## config.mk

```make
export PLATFORM = sky130hd
export DESIGN_NAME = alu_entry_controller
export DESIGN_NICKNAME = d
export VERILOG_FILES = /design/src/rtl/alu_ctrl_pkg.sv /design/src/rtl/alu_entry_controller_press_lockout.sv /design/src/rtl/alu_entry_controller.sv
export SDC_FILE = /design/constraint.sdc
export NUM_CORES = 1
export LEC_CHECK = 0
export BUFFER_PORTS_ARGS = -buffer_cell sky130_fd_sc_hd__buf_2
export CORE_MARGIN = 2
export CORE_UTILIZATION = 47
export CTS_CLUSTER_SIZE = 14
export DETAILED_ROUTE_END_ITERATION = 16
export PLACE_DENSITY = 0.75
export SLEW_MARGIN = 20
export SYNTH_ARGS = -nofsm -noshare
export SYNTH_HDL_FRONTEND = slang
export SYNTH_SLANG_ARGS = --single-unit
```

## constraint.sdc

```tcl
create_clock -name clock -period 1.7 [get_ports clock]
set_input_delay 0 -clock clock [delete_from_list [all_inputs] [get_ports clock]]
set_output_delay 0 -clock clock [all_outputs]
set_load 0.02 [all_outputs]
```

## src/rtl/alu_ctrl_pkg.sv

```systemverilog
// Shared types and defaults for the ALU entry controller.
package alu_ctrl_pkg;

    localparam int DEF_WIDTH = 8;
    localparam int DEF_OPW   = 3;

    typedef enum logic [2:0] {
        GET_A  = 3'd0,
        GET_B  = 3'd1,
        GET_OP = 3'd2,
        RUN    = 3'd3,
        SHOW   = 3'd4
    } ctrl_state_t;

    typedef logic [DEF_OPW-1:0] opcode_t;

endpackage

```

## src/rtl/alu_entry_controller_press_lockout.sv

```systemverilog
// Enter-button lockout: after an accepted press, further presses are dropped
// for LOCKOUT cycles. flush (clear button) empties the lockout immediately.
module press_lockout #(
    parameter int LOCKOUT = 16
) (
    input  logic clock,
    input  logic rst,
    input  logic pulse,
    input  logic flush,
    output logic accept
);

    generate
        if (LOCKOUT == 0) begin : g_no_lockout
            logic w_unused_lockout;
            assign w_unused_lockout = clock ^ rst ^ flush;
            assign accept = pulse;
        end else begin : g_lockout
            localparam int CW = $clog2(LOCKOUT + 1);
            logic [CW-1:0] r_count;

            assign accept = pulse && (r_count == '0);

            // Down-counter: load on accept, run to zero, flush on clear.
            always_ff @(posedge clock or negedge rst) begin
                if (!rst) begin
                    r_count <= '0;
                end else if (flush) begin
                    r_count <= '0;
                end else if (accept) begin
                    r_count <= CW'(LOCKOUT);
                end else if (r_count != '0) begin
                    r_count <= r_count - 1'b1;
                end
            end
        end
    endgenerate

endmodule

```

## src/rtl/alu_entry_controller.sv

```systemverilog
// ALU operand/opcode entry sequencer.
//
// state  | meaning
// GET_A  | waiting for enter to latch operand A from switches
// GET_B  | waiting for enter to latch operand B
// GET_OP | waiting for enter to latch opcode, then launch ALU
// RUN    | ALU launched, waiting for aluDone or timeout
// SHOW   | result (or timeout flag) held for display
//
// Optional build macro ALU_CHAIN_EN: an enter in SHOW with a valid result
// feeds the result back into operand A and skips straight to GET_B.
module alu_entry_controller
    import alu_ctrl_pkg::*;
#(
    parameter int WIDTH   = DEF_WIDTH,
    parameter int OPW     = DEF_OPW,
    parameter int LOCKOUT = 16,
    parameter int TIMEOUT = 32
) (
    input  logic             clock,
    input  logic             rst,
    input  logic             enterPulse,
    input  logic             clearPulse,
    input  logic [WIDTH-1:0] switches,
    input  logic [WIDTH-1:0] aluResult,
    input  logic             aluDone,
    output logic [WIDTH-1:0] opA,
    output logic [WIDTH-1:0] opB,
    output logic [OPW-1:0]   opCode,
    output logic             aluStart,
    output logic [WIDTH-1:0] resultReg,
    output logic             resultValid,
    output logic             timeoutErr,
    output logic [2:0]       state,
    output logic             busy
);

    localparam int TW = $clog2(TIMEOUT + 1);

    ctrl_state_t r_state, w_state_nxt;
    logic [TW-1:0] r_timer;
    logic w_enter_req, w_accept;
    logic w_load_a, w_load_b, w_load_op, w_start, w_capture, w_timeout;
    logic w_show_exit, w_chain;
    logic w_unused_sw;

    assign w_unused_sw = ^switches;

    // Enter presses during RUN are ignored entirely, so they never reach the lockout.
    assign w_enter_req = enterPulse && (r_state != RUN);

    press_lockout #(.LOCKOUT(LOCKOUT)) u_lockout (
        .clock (clock),
        .rst   (rst),
        .pulse (w_enter_req),
        .flush (clearPulse),
        .accept(w_accept)
    );

    assign state = r_state;
    assign busy  = (r_state == RUN);

    // State register.
    always_ff @(posedge clock or negedge rst) begin
        if (!rst) r_state <= GET_A;
        else      r_state <= w_state_nxt;
    end

    // Next-state decode and per-transition load strobes; clear overrides everything.
    always_comb begin
        w_state_nxt = r_state;
        w_load_a    = 1'b0;
        w_load_b    = 1'b0;
        w_load_op   = 1'b0;
        w_start     = 1'b0;
        w_capture   = 1'b0;
        w_timeout   = 1'b0;
        w_show_exit = 1'b0;
        w_chain     = 1'b0;
        if (clearPulse) begin
            w_state_nxt = GET_A;
        end else begin
            case (r_state)
                GET_A: if (w_accept) begin
                    w_load_a    = 1'b1;
                    w_state_nxt = GET_B;
                end
                GET_B: if (w_accept) begin
                    w_load_b    = 1'b1;
                    w_state_nxt = GET_OP;
                end
                GET_OP: if (w_accept) begin
                    w_load_op   = 1'b1;
                    w_start     = 1'b1;
                    w_state_nxt = RUN;
                end
                RUN: begin
                    if (aluDone) begin
                        w_capture   = 1'b1;
                        w_state_nxt = SHOW;
                    end else if (r_timer == '0) begin
                        w_timeout   = 1'b1;
                        w_state_nxt = SHOW;
                    end
                end
                SHOW: if (w_accept) begin
                    w_show_exit = 1'b1;
`ifdef ALU_CHAIN_EN
                    if (resultValid) begin
                        w_chain     = 1'b1;
                        w_state_nxt = GET_B;
                    end else begin
                        w_state_nxt = GET_A;
                    end
`else
                    w_state_nxt = GET_A;
`endif
                end
                default: w_state_nxt = GET_A;
            endcase
        end
    end

    // Operand, opcode, result and flag registers.
    always_ff @(posedge clock or negedge rst) begin
        if (!rst) begin
            opA         <= '0;
            opB         <= '0;
            opCode      <= '0;
            aluStart    <= 1'b0;
            resultReg   <= '0;
            resultValid <= 1'b0;
            timeoutErr  <= 1'b0;
        end else begin
            aluStart <= w_start;
            if (clearPulse) begin
                opA         <= '0;
                opB         <= '0;
                opCode      <= '0;
                resultValid <= 1'b0;
                timeoutErr  <= 1'b0;
            end else begin
                if (w_load_a)  opA    <= switches;
                if (w_chain)   opA    <= resultReg;
                if (w_load_b)  opB    <= switches;
                if (w_load_op) opCode <= switches[OPW-1:0];
                if (w_capture) begin
                    resultReg   <= aluResult;
                    resultValid <= 1'b1;
                    timeoutErr  <= 1'b0;
                end
                if (w_timeout) begin
                    resultValid <= 1'b0;
                    timeoutErr  <= 1'b1;
                end
                if (w_show_exit) resultValid <= 1'b0;
            end
        end
    end

    // RUN timeout down-counter: loaded on launch so it reads zero in the last allowed RUN cycle.
    always_ff @(posedge clock or negedge rst) begin
        if (!rst) begin
            r_timer <= '0;
        end else if (w_start) begin
            r_timer <= TW'(TIMEOUT - 1);
        end else if (r_state == RUN && r_timer != '0) begin
            r_timer <= r_timer - 1'b1;
        end
    end

endmodule

```

==> flow_summary.yaml, run 1 <==
floorplanning:
  die_w_um: 70.0
  die-height_um: 70.0
  boundaryPins: 55
  placementRows: 23
  floorplan_die_area_mm2: 0.00489
  core-area_mm2: 0.00409
  initial_util_pct: 50.0
worst_setup_path:
  critPathRequiredTime_ns: 1.94
  setup.worst_path.start_class: "register"
  critPathKind: "register to register"
  critical_path.cell_chain: "inv_2 > ha_4 > nor4b_4 > buf_6 > nand3b_1 > or3_4 > o21ai_1"
  critPathCaptureType: "register"
  critical_path.endpoint: "r_timer[1]$_DFFE_PN0P_"
  logic_depth_of_the_worst_path_buffers_included: 7
  cp_slowest_cell: "sky130_fd_sc_hd__or3_4"
  timing.critical_path.slowest_cell_delay_ns: 0.44
  critical_path.top_delay_family: "simple AND/OR/NAND/NOR gates"
  r2r-start: "u_lockout.g_lockout.r_count[1]$_DFFE_PN0P_"
  end_of_the_worst_register_to_register_path: "r_timer[1]$_DFFE_PN0P_"
  arrival_ns: 1.93
  reg2reg_setup_slack_ns: 0.005
  worst-path-max-fanout: 6
  reg2regPathDepth: 7
  worst-path-buf-inv: 2
  crit_path_start: "u_lockout.g_lockout.r_count[1]$_DFFE_PN0P_"
synthesis:
  post_synth_edffs: 0
  top_cell_types_by_occurrence_after_synthesis: "44 x sky130_fd_sc_hd__dfrtp_1, 32 x sky130_fd_sc_hd__nor2_1, 20 x sky130_fd_sc_hd__mux2i_1"
  synth.distinct_cells: 41
  netlist_top_cells_area: "sky130_fd_sc_hd__dfrtp_1 54%, sky130_fd_sc_hd__mux2i_1 9.8%, sky130_fd_sc_hd__nor2_1 5.9%, sky130_fd_sc_hd__mux2_2 4.4%, sky130_fd_sc_hd__a21oi_1 2.2%"
  synth_flop_cell: "sky130_fd_sc_hd__dfrtp_1"
  yosysMostFrequentCell: "sky130_fd_sc_hd__dfrtp_1"
  syn-instance-count: 182
  ys_seq_area_share_pct: 53.9
  synth-async-reset-ratio_pct: 100
  yosys.area.top_type_share_pct: 53.9
  avgSynthCellArea_um2: 11.2
  synth_nets: 206
  synth_area_mm2: 0.00204
  ys_ff_latch: 44
  synth_area_leader_cell: "sky130_fd_sc_hd__dfrtp_1"
  yosysWarnings: 0
clocking:
  numClockSinks: 44
  cell_at_the_root_of_the_clock_tree: "sky130_fd_sc_hd__clkbuf_8"
  clk_path_buf_depth: 2
  clock_tree_from_tritoncts: "built"
  later_pin_clock_latency_in_the_skew_report_ns: 0.30
  clkSlewWorstSetupHoldPaths_ns: 0.09
  ctsHtreeMaxLevel: 2
  numCtsBuffers: 5
sta:
  achievable-frequency_mhz: 590
  setup-tns-final_ns: 0
  final-max-slew-violation-count: 0
  setup_viol_count_final: 0
  finalHoldWorstSlack_ns: 0.0270
  final-hold-violation-count: 0
  min_period_over_period_pct: 99.7
  worst_slew_margin_rel_pct: 63.9
  rsz0062_at_grt: "yes"
  finClkSkew_ns: 0.00730
  final.min_clock_period_ns: 1.69
  max_slew.worst_pin.slew_ns: 0.541
min_path:
  timing.hold.worst.class: "input port to register"
global_routing:
  track_usage_pct: 19.6
  antenna_found_initial: 0
  globalRoute.totalOverflow: 0
  grt_pass1_wl_mm: 7.56
  grt_start_max_net_pins: 45
  grt_pass1_vias: 1663
place:
  place_hpwl_mm: 2.93
  final_weighted_congestion_in_routability_driven_placement: 0.795
  placement.io_buffers: 54
final_layout:
  finalNetCount: 295
  drive_gt1_share_pct: 37.9
  post-route-util_pct: 69.0
  area_growth_pct: 37.9
  diodes: 0
detailed_routing:
  first_pass_iters: 6
  num_vias: 1670
  vias_per_cell: 5.19
  first_iter_violations: 84
  detail_route.drc_violations: 0
  postRouteWirelength_mm: 4.54
  ant_nets: 0
  detail_route.wl_per_cell_um: 14.1
power_and_ir_drop:
  p_per_area_mw_per_mm2: 1270
  p_leak_nw: 1.53
  worst_ir_drop_vdd_mv: 0.626
status:
  outcome: "finished clean"
flow_run:
  drv.max_cap_violation_count: 0
==> tightest hold or removal path, stage by stage <==
cell and delay (ns):
sky130_fd_sc_hd__buf_2 0.09, sky130_fd_sc_hd__nor2_1 0.04, sky130_fd_sc_hd__inv_1 0.11, sky130_fd_sc_hd__nor3_2 0.06
==> how the worst min path moves through the flow <==
stage	startpoint	to	slack, ns	depth (start not counted)
2_1_floorplan	rst	aluStart$_DFF_PN0_	-0.30	0
3_3_place_gp	rst	timeoutErr$_DFFE_PN0P_	0.11	2
3_5_place_dp	rst	resultValid$_DFFE_PN0P_	0.12	2
4_1_cts	clearPulse	state[1]$_DFFE_PN0P_	0.01	4
5_1_grt	clearPulse	aluStart$_DFF_PN0_	0.06	4
6_report	clearPulse	aluStart$_DFF_PN0_	0.03	4
==> cell families (layout without fill, tap and decap cells) <==
kind of cell	after synthesis	count (layout)	share of synthesized area, %
simple gates	66	66	17.6
mux	29	29	14.7
fa+ha+maj	3	3	1.84
xor+xnor	5	5	2.14
flops	44	44	53.9
compound gates	19	19	5.81
buf+inv	16	106	3.98
==> placed cells by master, fill, tap and decap left out, types with 3 or more instances in the layout <==
| master | instances |
|---|---|
| sky130_fd_sc_hd__a21oi_1 | 7 |
| sky130_fd_sc_hd__buf_2 | 54 |
| sky130_fd_sc_hd__buf_4 | 16 |
| sky130_fd_sc_hd__clkbuf_8 | 6 |
| sky130_fd_sc_hd__dfrtp_1 | 44 |
| sky130_fd_sc_hd__dlygate4sd3_1 | 18 |
| sky130_fd_sc_hd__inv_1 | 6 |
| sky130_fd_sc_hd__mux2_2 | 8 |
| sky130_fd_sc_hd__mux2i_1 | 19 |
| sky130_fd_sc_hd__nand2_1 | 5 |
| sky130_fd_sc_hd__nand3b_1 | 3 |
| sky130_fd_sc_hd__nor2_1 | 32 |
| sky130_fd_sc_hd__nor2b_1 | 3 |
| sky130_fd_sc_hd__nor3_1 | 6 |
| sky130_fd_sc_hd__xnor2_1 | 3 |
==> final cells by class <==
| cell class | instances | area, µm² |
|---|---|---|
| clock buffers | 6 | 82.6 |
| clock inverters | 2 | 38.8 |
| fillers | 323 | 1270 |
| inverters | 8 | 30.0 |
| multi-input cells | 122 | 902 |
| flip-flops and latches | 44 | 1100 |
| well taps | 50 | 62.6 |
| repair buffers | 90 | 602 |
==> timing repair <==
action / 4_1_cts / 5_1_grt
hold buffers: 18 / 0
endpoints found under the setup margin: 7 / 29
pin swaps: 0 / 3
setup buffers: 2 / 1
resized for setup: 2 / 11
endpoints found under the hold margin: 69 / 0
==> metal layers <==
layer | track usage [%] | part of all wire, %
met1 | 24.0 | 43
met3 | 5.92 | 4.8
met2 | 33.4 | 51
met4 | 5.98 | 1.3
met5 | 0 | 0
==> flip-flops by register name, summed over array words and instances, names as in the netlist <==
signal	count
timeoutErr	1
opCode	3
resultReg	8
u_lockout.g_lockout.r_count	5
aluStart	1
opB	8
r_timer	6
state	3
opA	8
resultValid	1
==> power breakdown <==
group	switching, mW	total [mW]	leakage (nW)	internal, mW
Sequential	0.144	1.35	0.577	1.21
Combinational	0.675	1.37	0.889	0.697
Clock	0.374	0.854	0.0614	0.481
==> through the flow <==
step | std cells | total power [mW] | area [µm²] | setup WS (ns)
finish | 322 | 3.58 | 2820 | 0.00521
global route | 322 | 3.81 | 2820 | -0.0815
CTS | 321 | 3.53 | 2780 | 0.00140
detailed placement | 293 | 2.56 | 2450 | -0.0370
global placement | 293 | 2.53 | 2450 | 0.0307
floorplan | 182 | 2.21 | 2040 | 0.0548
(Power assumes the default switching activity.)
==> run 2, diff against run 1 <==
--- a/config.mk
+++ b/config.mk
@@ -7,3 +7,3 @@
 export LEC_CHECK = 0
-export BUFFER_PORTS_ARGS = -buffer_cell sky130_fd_sc_hd__buf_2
+export BUFFER_PORTS_ARGS = -buffer_cell sky130_fd_sc_hd__buf_4
 export CORE_MARGIN = 2
--- a/constraint.sdc
+++ b/constraint.sdc
@@ -3,2 +3,2 @@
 set_output_delay 0 -clock clock [all_outputs]
-set_load 0.02 [all_outputs]
+set_load 0.1 [all_outputs]
==> flow_summary.yaml, run 2 (synthesized netlist as in run 1, its figures left out) <==
status:
  outcome: "finished clean"
sta:
  final-max-slew-violation-count: 0
  final-hold-violation-count: 0
  finClkSkew_ns: 0.0154
  worst_slew_margin_rel_pct: 62.2
  rsz0062_at_grt: "yes"
  max_slew.worst_pin.slew_ns: 0.567
  setup_viol_count_final: 0
  achievable-frequency_mhz: 592
  finalHoldWorstSlack_ns: 0.0196
  final.min_clock_period_ns: 1.69
  min_period_over_period_pct: 99.4
flow_run:
  drv.max_cap_violation_count: 0
clocking:
  clock_tree_from_tritoncts: "built"
  clkSlewWorstSetupHoldPaths_ns: 0.09
  later_pin_clock_latency_in_the_skew_report_ns: 0.30
  ctsHtreeMaxLevel: 2
  numClockSinks: 44
  clk_path_buf_depth: 2
  numCtsBuffers: 5
  cell_at_the_root_of_the_clock_tree: "sky130_fd_sc_hd__clkbuf_8"
final_layout:
  layout.cells.most_common: "sky130_fd_sc_hd__buf_4"
  finalNetCount: 293
  post-route-util_pct: 70.8
  fin_cells: 320
  largest_registers: "opA x8, opB x8, resultReg x8"
  diodes: 0
  drive_gt1_share_pct: 36.7
  sequential_cell_area_mm2: 0.00111
  final.fill_count: 299
  area_growth_pct: 41.5
  final_design_area_excluding_fillers_mm2: 0.00289
  multiInputGateArea_um2: 882
  layout_common_cells: "69 x sky130_fd_sc_hd__buf_4, 41 x sky130_fd_sc_hd__dfrtp_1, 32 x sky130_fd_sc_hd__nor2_1, 20 x sky130_fd_sc_hd__mux2i_1, 18 x sky130_fd_sc_hd__dlygate4sd3_1"
floorplanning:
  die_w_um: 70.0
  placementRows: 23
  die-height_um: 70.0
  initial_util_pct: 50.0
  core-area_mm2: 0.00409
  floorplan_die_area_mm2: 0.00489
  boundaryPins: 55
place:
  place_hpwl_mm: 3.17
  final_weighted_congestion_in_routability_driven_placement: 0.802
  place_area_mm2: 0.00259
  numPlacedInstances: 292
  placement.io_buffers: 54
min_path:
  min_delay_path_depth: 3
  timing.hold.worst.class: "input port to register"
detailed_routing:
  first_iter_violations: 115
  detail_route.drc_violations: 0
  num_vias: 1653
  vias_per_cell: 5.17
  postRouteWirelength_mm: 4.72
  first_pass_iters: 4
  detail_route.wl_per_cell_um: 14.8
  ant_nets: 0
worst_setup_path:
  end_of_the_worst_register_to_register_path: "r_timer[1]$_DFFE_PN0P_"
  reg2reg_setup_slack_ns: 0.01
  critPathCaptureType: "register"
  arrival_ns: 1.93
  critPathRequiredTime_ns: 1.94
  critPathKind: "register to register"
  reg2regPathDepth: 7
  crit_path_start: "u_lockout.g_lockout.r_count[1]$_DFFE_PN0P_"
  critical_path.endpoint: "r_timer[1]$_DFFE_PN0P_"
  worst-path-max-fanout: 5
  setup.worst_path.start_class: "register"
  r2r-start: "u_lockout.g_lockout.r_count[1]$_DFFE_PN0P_"
global_routing:
  antenna_found_initial: 0
  track_usage_pct: 19.8
  grt_start_max_net_pins: 45
  globalRoute.totalOverflow: 0
  grt_pass1_wl_mm: 7.82
  grt_pass1_vias: 1672
power_and_ir_drop:
  p_leak_nw: 1.51
  worst_ir_drop_vdd_mv: 1.01
  p_per_area_mw_per_mm2: 1380
  total_power_mw: 4.00
## run 2: changes by cell type in the layout (fill, tap and decap cells not counted), moves of 2 or more
cell,previous run,this run
sky130_fd_sc_hd__buf_2,54,0
sky130_fd_sc_hd__dfrtp_1,44,41
sky130_fd_sc_hd__dfrtp_4,0,2
sky130_fd_sc_hd__buf_4,16,69
## run 2: repair_timing
| item | 4_1_cts | 5_1_grt |
|---|---|---|
| endpoints found under the setup margin | 0 | 27 |
| hold endpoints to repair | 72 | 0 |
| gates resized for setup | 0 | 8 |
| buffers inserted | 0 | 2 |
| hold buffers | 18 | 0 |
## run 2: layout make-up
| class | instances | area share, % |
|---|---|---|
| flip-flops and latches | 44 | 38.4 |
| well taps | 50 | 2.16 |
| clock inverters | 2 | 0.433 |
| clock buffers | 6 | 2.51 |
| multi-input cells | 122 | 30.5 |
| repair buffers | 88 | 24.5 |
| inverters | 8 | 1.51 |
## run 2: through the flow
step,setup TNS (ns),setup WS [ns]
2_1_floorplan,-0.314,-0.118
3_3_place_gp,0,0.0527
3_5_place_dp,0,0.000438
5_1_grt,-0.507,-0.0905
6_report,0,0.0108
4_1_cts,0,0.00451
## run 2: worst max-delay path: stages (launching register included)
cell and delay [ns]:
sky130_fd_sc_hd__dfrtp_1 0.39, sky130_fd_sc_hd__inv_2 0.08, sky130_fd_sc_hd__ha_4 0.13, sky130_fd_sc_hd__nor4b_4 0.22
sky130_fd_sc_hd__buf_4 0.17, sky130_fd_sc_hd__nand3b_1 0.11, sky130_fd_sc_hd__or3_4 0.45, sky130_fd_sc_hd__o21ai_1 0.09
## run 2: how the worst min path moves through the flow
stage / start / end / slack (ns)
2_1_floorplan: rst / aluStart$_DFF_PN0_ / -0.30
3_3_place_gp: rst / u_lockout.g_lockout.r_count[2]$_DFFE_PN0P_ / 0.03
3_5_place_dp: rst / state[2]$_DFFE_PN0P_ / 0.03
4_1_cts: enterPulse / u_lockout.g_lockout.r_count[4]$_DFFE_PN0P_ / 0.01
5_1_grt: enterPulse / u_lockout.g_lockout.r_count[4]$_DFFE_PN0P_ / 0.02
6_report: enterPulse / u_lockout.g_lockout.r_count[4]$_DFFE_PN0P_ / 0.02
## run 2: power breakdown
group	internal (mW)	total [mW]	switching, mW	leakage [nW]
combinational	0.730	2.00	1.27	0.898
clock	0.287	0.643	0.356	0.0412
sequential	1.21	1.36	0.148	0.572
total	2.23	4.00	1.77	1.51
## run 2: metal layers
metal  up-vias  global-route usage (%)  wire (µm)
met1       806                    25.6       2170
met2        40                    32.0       2250
met4         0                    5.77         42
li1        801                       -          -
met5         -                       0          0
met3         6                    6.06        253
==> run 3, diff against run 2 <==
Settings changed: CORE_UTILIZATION 47 to 56, PLACE_DENSITY 0.75 to 0.84.
Clock period 1.7 ns to 2.1 ns, I/O delays scaled along.
==> flow_summary.yaml, run 3 (synthesized netlist as in run 1, its figures left out) <==
sta:
  achievable-frequency_mhz: 539
  final-max-slew-violation-count: 0
  finalHoldWorstSlack_ns: 0.00835
  setup_viol_count_final: 0
  min_period_over_period_pct: 88.4
  final.min_clock_period_ns: 1.86
  max_slew.worst_pin.slew_ns: 0.548
  finClkSkew_ns: 0.00303
  setup-tns-final_ns: 0
  worst_slew_margin_rel_pct: 63.5
  rsz0062_at_grt: "no"
  final-hold-violation-count: 0
floorplanning:
  die_w_um: 64.4
  initial_util_pct: 59.9
  floorplan_die_area_mm2: 0.00415
  boundaryPins: 55
  placementRows: 21
  die-height_um: 64.4
  core-area_mm2: 0.00342
detailed_routing:
  detail_route.drc_violations: 0
  num_vias: 1629
  first_iter_violations: 69
  ant_nets: 0
  detail_route.wl_per_cell_um: 16.2
  first_pass_iters: 4
  vias_per_cell: 5.34
  postRouteWirelength_mm: 4.95
worst_setup_path:
  critPathRequiredTime_ns: 2.39
  cp_slowest_cell: "sky130_fd_sc_hd__dfrtp_1"
  r2r-start: "u_lockout.g_lockout.r_count[0]$_DFFE_PN0P_"
  end_of_the_worst_register_to_register_path: "r_timer[2]$_DFFE_PN0P_"
  worst-path-buf-inv: 2
  reg2reg_setup_slack_ns: 0.24
  critPathCaptureType: "register"
  arrival_ns: 2.15
  reg2regPathDepth: 7
  critPathKind: "register to register"
  critical_path.cell_chain: "inv_1 > ha_1 > nor4b_4 > buf_4 > nand3b_1 > or3_4 > o21ai_0"
  critical_path.top_delay_family: "simple AND/OR/NAND/NOR gates"
  worst-path-max-fanout: 8
  setup.worst_path.start_class: "register"
  timing.critical_path.slowest_cell_delay_ns: 0.43
global_routing:
  track_usage_pct: 26.8
  grt_pass1_wl_mm: 8.23
  globalRouteMet3Util_pct: 8.33
  use_met2_pct: 45.2
  antenna_found_initial: 0
  grt_most_used_layer: "met2"
  use_met1_pct: 33.6
  grt_pass1_vias: 1619
  globalRoute.totalOverflow: 0
  grt_start_max_net_pins: 45
min_path:
  min_delay_path_depth: 2
  worstHoldEndpoint: "u_lockout.g_lockout.r_count[1]$_DFFE_PN0P_"
  timing.hold.worst.start: "clearPulse"
  timing.hold.worst.class: "input port to register"
clocking:
  count_of_cells_resized_by_post_cts_repair: 0
  clk_path_buf_depth: 2
  clock_tree_from_tritoncts: "built"
  cell_at_the_root_of_the_clock_tree: "sky130_fd_sc_hd__clkbuf_4"
  numCtsBuffers: 5
  ctsHtreeMaxLevel: 2
  numClockSinks: 44
  clkSlewWorstSetupHoldPaths_ns: 0.13
  later_pin_clock_latency_in_the_skew_report_ns: 0.36
status:
  outcome: "finished clean"
final_layout:
  layout.cells.most_common: "sky130_fd_sc_hd__buf_4"
  post-route-util_pct: 80.8
  drive_gt1_share_pct: 31.7
  layout_common_cells: "58 x sky130_fd_sc_hd__buf_4, 41 x sky130_fd_sc_hd__dfrtp_1, 32 x sky130_fd_sc_hd__nor2_1, 20 x sky130_fd_sc_hd__mux2i_1, 19 x sky130_fd_sc_hd__dlygate4sd3_1"
  largest_registers: "opA x8, opB x8, resultReg x8"
  area_growth_pct: 34.9
  finalNetCount: 282
  diodes: 0
  final.fill_count: 202
place:
  placement.io_buffers: 54
  final_weighted_congestion_in_routability_driven_placement: 0.883
  place_hpwl_mm: 2.93
power_and_ir_drop:
  p_per_area_mw_per_mm2: 1130
  worst_ir_drop_vdd_mv: 0.904
  p_leak_nw: 1.45
flow_run:
  drv.max_cap_violation_count: 0
-- run 3: cell count changes in the layout (fill, tap and decap cells not counted), moves of 2 or more --
cell,before,now
sky130_fd_sc_hd__buf_4,69,58
sky130_fd_sc_hd__clkbuf_4,0,5
sky130_fd_sc_hd__clkbuf_8,5,0
sky130_fd_sc_hd__dfrtp_2,1,3
sky130_fd_sc_hd__dfrtp_4,2,0
sky130_fd_sc_hd__inv_1,5,7
sky130_fd_sc_hd__inv_2,2,0
sky130_fd_sc_hd__o21ai_0,0,2
-- run 3: worst max path at each step --
stage,from,endpoint,cells after the start
after floorplan,state[1]$_DFFE_PN0P_,state[0]$_DFFE_PN0P_,5
after global placement,u_lockout.g_lockout.r_count[0]$_DFFE_PN0P_,state[0]$_DFFE_PN0P_,7
after detailed placement,u_lockout.g_lockout.r_count[0]$_DFFE_PN0P_,r_timer[2]$_DFFE_PN0P_,7
after CTS,u_lockout.g_lockout.r_count[0]$_DFFE_PN0P_,r_timer[2]$_DFFE_PN0P_,7
after global routing,u_lockout.g_lockout.r_count[0]$_DFFE_PN0P_,r_timer[2]$_DFFE_PN0P_,7
final,u_lockout.g_lockout.r_count[0]$_DFFE_PN0P_,r_timer[2]$_DFFE_PN0P_,7
-- run 3: where the power goes --
part	internal, mW	switching (mW)	leakage (nW)	total (mW)
clock network	0.250	0.289	0.0422	0.538
logic	0.478	0.974	0.834	1.45
registers	0.979	0.144	0.572	1.12
total	1.71	1.41	1.45	3.11
-- run 3: timing repair --
| action | in CTS | in global routing |
|---|---|---|
| endpoints found under the hold margin | 74 | 0 |
| hold buffers | 19 | 0 |
| endpoints found under the setup margin | 0 | 0 |
| buffers inserted | 0 | 0 |
-- run 3: through the flow --
step	cells	power [mW]	area, µm²	setup WS (ns)
detailed placement	278	2.55	2490	0.282
finish	305	3.11	2760	0.243
floorplan	182	2.26	2050	0.0662
CTS	305	3.10	2760	0.250
global route	305	3.27	2760	0.0942
global placement	278	2.52	2490	0.350
-- run 3: area by class of cell --
class / count / area [µm²] / share of cell area [%]
Clock buffer: 6 / 41.3 / 1.50
Clock inverter: 2 / 35.0 / 1.27
Inverter: 8 / 32.5 / 1.18
Multi-Input combinational cell: 122 / 862 / 31.2
Sequential cell: 44 / 1100 / 40.0
Tap cell: 46 / 57.6 / 2.09
Timing Repair Buffer: 77 / 626 / 22.7
-- run 3: layer usage --
| layer | part of all wire [%] | vias up |
|---|---|---|
| li1 | - | 774 |
| met1 | 43 | 795 |
| met2 | 50 | 55 |
| met3 | 6.2 | 5 |
| met4 | 1.1 | 0 |
| met5 | 0 | - |
